## src/rtl/dbus_arbiter_pkg.sv

```systemverilog
// Shared types for the dbus arbiter: request/response structs, FSM states, requester indices.
package dbus_arbiter_pkg;

  typedef enum logic [1:0] {
    ARB_IDLE,
    ARB_GRANT,
    ARB_DRAIN
  } arb_state_t;

  localparam int unsigned REQ_MEM   = 0;
  localparam int unsigned REQ_FETCH = 1;
  localparam int unsigned REQ_PTW   = 2;

  typedef struct packed {
    logic        valid;
    logic [31:0] addr;
    logic [1:0]  size;
    logic [3:0]  strobe;
    logic [31:0] data;
  } dbus_req_t;

  typedef struct packed {
    logic        addr_ok;
    logic        data_ok;
    logic [31:0] data;
  } dbus_resp_t;

  // Grant index width, never narrower than one bit.
  function automatic int unsigned idx_width(input int unsigned n);
    return (n > 2) ? $clog2(n) : 1;
  endfunction

endpackage

```

## src/rtl/dbus_arbiter_if.sv

```systemverilog
// Bundles the upstream request/response vectors and the downstream port of the dbus arbiter.
interface dbus_arbiter_if #(
    parameter int unsigned NREQ = 3
);
  import dbus_arbiter_pkg::*;

  dbus_req_t  [NREQ-1:0] ireq;
  dbus_resp_t [NREQ-1:0] iresp;
  dbus_req_t             oreq;
  dbus_resp_t            oresp;

  // master: requesters plus downstream responder; slave: the arbiter itself.
  modport master (output ireq, oresp, input iresp, oreq);
  modport slave (input ireq, oresp, output iresp, oreq);

endinterface

```

## src/rtl/dbus_arbiter_pick.sv

```systemverilog
// Combinational picker: first valid requester found searching upward (with wrap) from start.
module dbus_arbiter_pick #(
    parameter int unsigned NREQ = 3,
    parameter int unsigned IDXW = 2
) (
    input  logic [NREQ-1:0] valid,
    input  logic [IDXW-1:0] start,
    output logic [NREQ-1:0] winner,
    output logic [IDXW-1:0] idx,
    output logic            any
);

  always_comb begin
    winner = '0;
    idx    = '0;
    any    = 1'b0;
    for (int unsigned off = 0; off < NREQ; off++) begin
      for (int unsigned i = 0; i < NREQ; i++) begin
        if (!any && valid[i] && (i == (32'(start) + off) % NREQ)) begin
          any       = 1'b1;
          winner[i] = 1'b1;
          idx       = IDXW'(i);
        end
      end
    end
  end

endmodule

```

## src/rtl/dbus_arbiter.sv

```systemverilog
// Locks one dbus port to a single requester until data_ok. Fixed priority by default;
// define DBUS_ARB_RR_EN for round-robin arbitration.
module dbus_arbiter
  import dbus_arbiter_pkg::*;
#(
    parameter int unsigned NREQ = 3,
    parameter int unsigned IDXW = idx_width(NREQ)
) (
    input  logic              clk,
    input  logic              reset,
    dbus_arbiter_if.slave     bus,
    output logic              busy,
    output logic [IDXW-1:0]   grant_idx
);

  arb_state_t             state_q, state_d;
  logic       [IDXW-1:0]  grant_q, grant_d;
  dbus_req_t              latch_q, latch_d;
  dbus_req_t              oreq;
  dbus_resp_t [NREQ-1:0]  iresp;
  logic       [NREQ-1:0]  req_valid;
  logic       [NREQ-1:0]  resp_ok;
  logic       [NREQ-1:0]  pick_onehot;
  logic       [IDXW-1:0]  pick_idx;
  logic       [IDXW-1:0]  pick_start;
  logic                   pick_any;
  logic                   done;

  always_comb begin
    for (int unsigned i = 0; i < NREQ; i++) begin
      req_valid[i] = bus.ireq[i].valid;
    end
  end

`ifdef DBUS_ARB_RR_EN
  logic [IDXW-1:0] ptr_q;

  always_ff @(posedge clk) begin
    if (reset) begin
      ptr_q <= '0;
    end else if (done) begin
      ptr_q <= IDXW'((32'(grant_q) + 1) % NREQ);
    end
  end

  assign pick_start = ptr_q;
`else
  assign pick_start = '0;
`endif

  dbus_arbiter_pick #(
    .NREQ (NREQ),
    .IDXW (IDXW)
  ) u_pick (
    .valid  (req_valid),
    .start  (pick_start),
    .winner (pick_onehot),
    .idx    (pick_idx),
    .any    (pick_any)
  );

  always_comb begin
    state_d = state_q;
    grant_d = grant_q;
    latch_d = latch_q;
    oreq    = '0;
    iresp   = '0;
    done    = 1'b0;
    unique case (state_q)
      ARB_IDLE: begin
        if (pick_any) begin
          state_d = ARB_GRANT;
          grant_d = pick_idx;
        end
      end
      ARB_GRANT: begin
        oreq           = bus.ireq[grant_q];
        iresp[grant_q] = bus.oresp;
        if (bus.ireq[grant_q].valid) begin
          latch_d = bus.ireq[grant_q];
        end
        // data_ok wins over a simultaneous withdraw so the response is still delivered.
        if (bus.oresp.data_ok) begin
          state_d = ARB_IDLE;
          done    = 1'b1;
        end else if (!bus.ireq[grant_q].valid) begin
          state_d = ARB_DRAIN;
        end
      end
      ARB_DRAIN: begin
        oreq = latch_q;
        if (bus.oresp.data_ok) begin
          state_d = ARB_IDLE;
          done    = 1'b1;
        end
      end
      default: state_d = ARB_IDLE;
    endcase
  end

  always_ff @(posedge clk) begin
    if (reset) begin
      state_q <= ARB_IDLE;
      grant_q <= '0;
      latch_q <= '0;
    end else begin
      state_q <= state_d;
      grant_q <= grant_d;
      latch_q <= latch_d;
    end
  end

  always_comb begin
    for (int unsigned i = 0; i < NREQ; i++) begin
      resp_ok[i] = iresp[i].data_ok;
    end
  end

  assign bus.oreq  = oreq;
  assign bus.iresp = iresp;
  assign busy      = (state_q != ARB_IDLE);
  assign grant_idx = (state_q == ARB_IDLE) ? '0 : grant_q;

  a_oreq_not_idle: assert property (@(posedge clk) disable iff (reset)
      oreq.valid |-> (state_q != ARB_IDLE));
  a_one_data_ok: assert property (@(posedge clk) disable iff (reset) $onehot0(resp_ok));
  a_pick_onehot: assert property (@(posedge clk) disable iff (reset) $onehot0(pick_onehot));

endmodule

```

## src/flat_wrapper.sv

```systemverilog
// flat-port wrapper written by rule: the top's interface ports become plain ports
module dbus_arbiter_flat import dbus_arbiter_pkg::*;
#(
    parameter int unsigned NREQ = 3,
    parameter int unsigned IDXW = idx_width(NREQ)
)
  (clk, reset, busy, grant_idx, bus_ireq, bus_oresp, bus_iresp, bus_oreq);
  dbus_arbiter_if #(.NREQ(NREQ)) bus_i ();
  input  logic clk;
  input  logic reset;
  output logic busy;
  output logic [IDXW-1:0] grant_idx;
  input wire logic [$bits(bus_i.ireq)-1:0] bus_ireq;
  input wire logic [$bits(bus_i.oresp)-1:0] bus_oresp;
  output wire logic [$bits(bus_i.iresp)-1:0] bus_iresp;
  output wire logic [$bits(bus_i.oreq)-1:0] bus_oreq;
  assign bus_i.ireq = bus_ireq;
  assign bus_i.oresp = bus_oresp;
  assign bus_iresp = bus_i.iresp;
  assign bus_oreq = bus_i.oreq;
  dbus_arbiter #(.NREQ(NREQ), .IDXW(IDXW)) u_core (.clk(clk), .reset(reset), .bus(bus_i), .busy(busy), .grant_idx(grant_idx));
endmodule
```

## config.mk

```make
export PLATFORM = sky130hd
export DESIGN_NAME = dbus_arbiter_flat
export DESIGN_NICKNAME = d
export VERILOG_FILES = /design/src/rtl/dbus_arbiter_pkg.sv /design/src/rtl/dbus_arbiter_if.sv /design/src/rtl/dbus_arbiter_pick.sv /design/src/rtl/dbus_arbiter.sv /design/src/flat_wrapper.sv
export SDC_FILE = /design/constraint.sdc
export NUM_CORES = 1
export LEC_CHECK = 0
export CORE_AREA = 10 10 158 160
export DETAILED_ROUTE_END_ITERATION = 7
export DIE_AREA = 0 0 168 170
export PLACE_DENSITY = 0.7
export SETUP_SLACK_MARGIN = 0.5
export SLEW_MARGIN = 20
export SYNTH_ARGS = -nofsm -noshare
export SYNTH_HDL_FRONTEND = slang
export SYNTH_SLANG_ARGS = --single-unit
```

## constraint.sdc

```tcl
create_clock -name clk -period 2.6 [get_ports clk]
set_input_delay 0.26 -clock clk [delete_from_list [all_inputs] [get_ports clk]]
set_output_delay 0.26 -clock clk [all_outputs]
set_load 0.01 [all_outputs]
```

; ---- Word level (Yosys, flattened, before mapping)
; Index checks and enable logic that the tools add are counted.
[totals]
register_bits = 75
rom_bits = 0
out_inout_bits = 176
latch_bits = 0
word_cells = 42
ramBits = 0
memories = 0
[op_classes]
n_addsub = 0
div_mod_pow = 0
eq_ne = 5
n_mux = 17
n_bitwise = 1
reduce_logical = 10
magnitude_cmp = 2
n_mul = 0
shifts = 0
[ops]
columns = operator, n
row1 = $bmux W71 S2, 1
row2 = $pmux W71 S2, 1
row3 = $and A102 B102 Y102, 1
row4 = $mux W102, 1
row5 = $mux W71, 1
row6 = $demux W34 S2, 1
row7 = $mux W34, 1
row8 = $mux W2, 6
row9 = $pmux W2 S3, 1
row10 = $mux W1, 4
row11 = $reduce_and A2 Y1, 2
row12 = $logic_and A1 B1 Y1, 3
row13 = $lt A2 B3 Y1 const B, 1
row14 = $ne A3 B3 Y1 const B, 1
row15 = $reduce_and A3 Y1, 1
row16 = $eq A2 B1 Y1 const B, 1
row17 = $eq A2 B2 Y1 const B, 1
row18 = $ge A2 B1 Y1 const B, 1
row19 = $logic_not A1 Y1, 2
row20 = $logic_not A2 Y1, 1
row21 = $ne A2 B1 Y1 const B, 1
row22 = $ne A2 B2 Y1 const B, 1
row23 = $reduce_bool A2 Y1, 1

; ---- Depth between registers and ports, before layout
[depth]
depth_word = 9
mapped_depth = 7
depth_no_buf = 6

; ---- Cells and area by module
; A second synthesis with hierarchy kept.
[unflattened]
hier_cells = 862
area_unflattened_um2 = 6292.3
[by_module_without_submodules]
columns = module, cells_each, area_each_um2, instances
row1 = dbus_arbiter, 843, 6149.6, 1
row2 = dbus_arbiter_pick, 19, 142.6, 1

; ---- Worst setup path after synthesis
; No wires, ideal clock.
[synth_path]
path_kind = reg2out
startpoint = reg u_core.state_q[1]
endpoint = out bus_iresp[0]
stages_incl_launch_ff = 8
arrival_time_ns = 1.548
n_path_buf = 3
t_required_ns = 2.340
path_slack_ns = 0.792
path_cell_list = dfxtp_1 inv_1 ha_1 clkbuf_1 clkbuf_1 buf_1 nand2_1 nor2_1
[synth_via]
elab_chain_cells = 2
[synth_lines]
columns = element, line
row1 = start: declaration, dbus_arbiter.sv:16  ; arb_state_t state_q, state_d;
row2 = start signal: assignment, dbus_arbiter.sv:107  ; state_q <= state_d;
row3 = $eq A2 B1 Y1, n/a
row4 = $mux W102, dbus_arbiter.sv:69  ; unique case (state_q)
row5 = end: declaration, flat_wrapper.sv:15  ; output wire logic [$bits(bus_i.iresp)-1:0] bus_iresp;
; No other way between the ends.

; ---- Final worst setup path
[layout_path]
startpoint = reg u_core.grant_q[0]
endpoint = out bus_oreq[44]
[layout_via]
elab_chain_cells = 3
[layout_lines]
columns = element, line
row1 = start: declaration, dbus_arbiter.sv:17  ; logic [IDXW-1:0] grant_q, grant_d;
row2 = start signal: assignment, dbus_arbiter.sv:108  ; grant_q <= grant_d;
row3 = $bmux W71 S2, dbus_arbiter.sv:77  ; oreq = bus.ireq[grant_q];
row4 = $mux W71 (implied by the code), dbus_arbiter.sv:77
row5 = $pmux W71 S2, dbus_arbiter.sv:69
row6 = end: declaration, flat_wrapper.sv:16  ; output wire logic [$bits(bus_i.oreq)-1:0] bus_oreq;
; No other way between the ends. The select of a mux whose other input is x is not followed.

==> results.md <==
| Quantity | This run | Unit |
|---|---|---|
| Mapped Area | 6380 | sq um |
| Io pins | 425 | - |
| Die area | 28600 | sq um |
| Slew Limit Headroom | 50.6 | % |
| Number of port buffers | 424 | - |
| Post-synthesis cell type count | 29 | - |
| Type of origin of the critical path | flip-flop | - |
| Drt wl/cell | 24.8 | um |
| Final-report max-slew violation count | 0 | - |
| Maximum number of buffers from clock root to sink | 2 | - |
| Worst Setup Path Type | flip-flop to output port | - |
| Top_reg_cell synth | sky130_fd_sc_hd__dfxtp_1 | - |
| Pre-antenna DRT Iters | 5 | - |
| Overall overflow remaining after global route | 0 | - |
| CTS sink count | 75 | - |
| Clock transition at the register clock pins on the worst setup and hold paths after CTS | 0.06 | ns |
| Leakage dissipation | 0.00550 | uW |
| Type of the most critical hold path | input port to flip-flop | - |
| Floorplan core area | 21700 | sq um |
| Biggest fanout along the worst timing path | 11 | - |
| Number of buffers added by the clock tree synthesis step | 9 | - |
| Capturing element type of the critical path | output port | - |
| Achievable Freq | 438 | MHz |
| Setup violators final | 0 | - |
| Slowest CP cell | sky130_fd_sc_hd__dfxtp_4 | - |
| Vias in the first global route | 8451 | - |
| Floorplan die height | 170 | um |
| Nets in the synthesized netlist | 1096 | - |
| Initial Utilization | 29.4 | % |
| Dominant cell type by count on the critical path | sky130_fd_sc_hd__buf_12 | - |
| Pwr per Cell Area | 519 | nW/um^2 |
| Shortest clock period the worst path allows after layout | 2.28 | ns |
| Number of antenna-violating nets in the routed design | 0 | - |
| Detailed placer's ending HPWL | 23.6 | mm |
| Count of flip-flops with a built-in enable after synthesis | 0 | - |
| Via density | 5.45 | - |
| Remaining DRCs | 0 | - |
| Largest net degree at the start of global routing | 72 | - |
| Via count | 8803 | - |
| Net count of the finished layout | 1583 | - |
| Result of the run | completed | - |
| Violation count after the first detailed-route iteration | 764 | - |
| Required @ worst endpoint | 2.34 | ns |
| H-tree level count | 3 | - |
| Final GP Congestion | 0.822 | - |
| Data arrival, critical path | 2.02 | ns |
| Number of hold violations in the final report | 0 | - |
| Final cycle utilization of the critical path | 87.8 | % |
| Share of flip-flops with an asynchronous set or reset | 0 | % |
| Chain of cells forming the critical path | nor2b_4 -> buf_12 -> buf_4 -> buf_12 -> buf_16 -> o2bb2ai_2 -> a22oi_1 -> nor2b_1 -> buf_2 | - |
| Share of synthesized area occupied by flip-flops and latches | 23.5 | % |
| Slew at the pin closest to its max-slew limit | 0.741 | ns |
| Layout cells sized above 1 | 34.0 | % |
| Clock latency on the worst-skew pair | 0.34 | ns |
| DIE WIDTH | 168 | um |
| Number of maximum-capacitance constraint violations | 0 | - |
| Top cell family by delay on the critical path | buffers and inverters | - |
| Wire length of the first global-routing pass | 53.5 | mm |
| Layout overhead on the synthesized area | 118 | % |
| Setup Total Neg Slack | 0 | ns |
| Clock tree from TritonCTS | yes | - |
| # diodes | 0 | - |
| Cell at the root of the clock tree | sky130_fd_sc_hd__clkbuf_16 | - |
| # rows | 54 | - |
| Worst hold slack after final layout | 0.401 | ns |
| Flops & latches, synth | 75 | - |
| Post-synthesis area per instance | 7.56 | sq um |
| RSZ-0062 raised after global routing | yes | - |
| Total of hold buffers inserted after clock tree synthesis | 0 | - |
| Yosys warning total | 0 | - |
| Worst vdd ir | 0.000289 | V |
| Number of instances in the synthesized netlist | 843 | - |
| Critical path buffer and inverter count | 5 | - |
| Worst stage delay on the critical path | 0.49 | ns |
| Total GRT Usage | 23.7 | % |
| Number of antenna violations at the first check in global routing | 1 | - |
| Worst Skew | 0.00644 | ns |
| Total Routed Length | 40.1 | mm |
| Layout Utilization | 64.2 | % |
[routing by layer]
layer,GRT usage [%],up-vias,part of all wire (%)
met5,0,-,0.032
met4,5.64,2,1.9
met3,7.35,53,7.3
met2,41.2,454,51
met1,28.0,4264,40
li1,-,4030,-
[per-stage QoR]
step / setup slack [ns] / power [uW] / instance area [sq um] / cells
6_report: 0.316 / 7230 / 13900 / 1614
4_1_cts: 0.295 / 6690 / 12600 / 1571
5_1_grt: 0.249 / 7520 / 13900 / 1614
3_5_place_dp: 0.368 / 4520 / 10800 / 1470
2_1_floorplan: 0.792 / 3150 / 6380 / 843
3_3_place_gp: 0.391 / 4480 / 10800 / 1470
[state kept, by name (all words and copies together), names as in the netlist]
register / cells
u_core.grant_q: 2
u_core.latch_q: 71
u_core.state_q: 2
[cells in the mapped netlist, types with 6 or more instances]
master	n	share of area [%]
sky130_fd_sc_hd__a22oi_1	71	8.4
sky130_fd_sc_hd__buf_4	7	0.82
sky130_fd_sc_hd__nor2_1	106	6.2
sky130_fd_sc_hd__buf_1	7	0.41
sky130_fd_sc_hd__o2bb2ai_1	70	9.6
sky130_fd_sc_hd__buf_2	26	2.0
sky130_fd_sc_hd__inv_1	6	0.35
sky130_fd_sc_hd__buf_6	10	1.8
sky130_fd_sc_hd__a21oi_1	73	5.7
sky130_fd_sc_hd__nor3_2	41	6.4
sky130_fd_sc_hd__nor2b_1	74	7.3
sky130_fd_sc_hd__nand2_1	34	2.0
sky130_fd_sc_hd__dfxtp_1	75	24
sky130_fd_sc_hd__clkbuf_1	52	3.1
sky130_fd_sc_hd__nor3_1	100	7.8
sky130_fd_sc_hd__mux2i_1	71	11
[area by class of cell]
cell class / instances / area, sq um
clock inverter: 5 / 125
multi-input combinational: 661 / 5720
timing repair buffer: 576 / 5950
tap: 280 / 350
sequential: 75 / 1510
inverter: 7 / 26.3
clock buffer: 10 / 239
fill: 1750 / 7770
[cells by family (layout without fill, tap and decap cells)]
group,Yosys count,in the layout,share of synthesized area (%)
compound gates,221,221,25.1
fa+ha+maj,4,4,0.785
buf+inv,109,598,8.52
flops,75,75,23.5
mux,72,72,11.5
simple gates,362,364,30.6
[worst paths after layout]
kind	start	to	slack, ns	depth (start not counted)
setup / recovery	u_core.grant_q[0]	bus_oreq[44]	0.32	9
hold / removal	reset	u_core.grant_q[0]	0.40	2
hold reg to reg	u_core.latch_q[70]	u_core.latch_q[70]	0.49	2
setup reg to reg	u_core.grant_q[0]	u_core.state_q[1]	0.45	10
[repair_timing]
action                     4_1_cts  5_1_grt
gates resized for setup        481      193
setup endpoints to repair      175       86
cloned                          16        5
pin swaps                       68       86
setup buffers                   70       38
[cells in the final DEF, fill, tap and decap left out, types with 2 or more instances in the layout]
cell,synthesis,routed
sky130_fd_sc_hd__a21oi_1,73,73
sky130_fd_sc_hd__a22oi_1,71,46
sky130_fd_sc_hd__a22oi_2,0,25
sky130_fd_sc_hd__a32oi_1,2,2
sky130_fd_sc_hd__buf_12,0,35
sky130_fd_sc_hd__buf_16,0,18
sky130_fd_sc_hd__buf_2,26,67
sky130_fd_sc_hd__buf_4,7,65
sky130_fd_sc_hd__buf_6,10,23
sky130_fd_sc_hd__buf_8,0,8
sky130_fd_sc_hd__bufinv_16,0,4
sky130_fd_sc_hd__clkbuf_16,0,12
sky130_fd_sc_hd__clkbuf_2,0,6
sky130_fd_sc_hd__clkdlybuf4s50_1,0,248
sky130_fd_sc_hd__dfxtp_1,75,71
sky130_fd_sc_hd__dfxtp_2,0,2
sky130_fd_sc_hd__dfxtp_4,0,2
sky130_fd_sc_hd__dlygate4sd2_1,0,92
sky130_fd_sc_hd__dlymetal6s2s_1,0,10
sky130_fd_sc_hd__ha_2,0,3
sky130_fd_sc_hd__inv_1,6,5
sky130_fd_sc_hd__inv_2,1,2
sky130_fd_sc_hd__mux2i_1,71,17
sky130_fd_sc_hd__mux2i_2,0,22
sky130_fd_sc_hd__mux2i_4,1,33
sky130_fd_sc_hd__nand2_1,34,32
sky130_fd_sc_hd__nand2_2,0,2
sky130_fd_sc_hd__nand2b_1,4,4
sky130_fd_sc_hd__nand2b_4,1,2
sky130_fd_sc_hd__nor2_1,106,102
sky130_fd_sc_hd__nor2_2,0,4
sky130_fd_sc_hd__nor2b_1,74,73
sky130_fd_sc_hd__nor3_1,100,97
sky130_fd_sc_hd__nor3_2,41,42
sky130_fd_sc_hd__nor3_4,0,2
sky130_fd_sc_hd__o2bb2ai_1,70,4
sky130_fd_sc_hd__o2bb2ai_2,0,44
sky130_fd_sc_hd__o2bb2ai_4,0,22
[power breakdown]
part | leakage [uW] | total [uW] | switching, uW | internal, uW
combinational | 0.00470 | 4230 | 2150 | 2070
clock | 0.000179 | 1550 | 498 | 1050
sequential | 0.000617 | 1450 | 120 | 1330
total | 0.00550 | 7230 | 2770 | 4460
No activity file was read; power rests on OpenSTA's default activity.
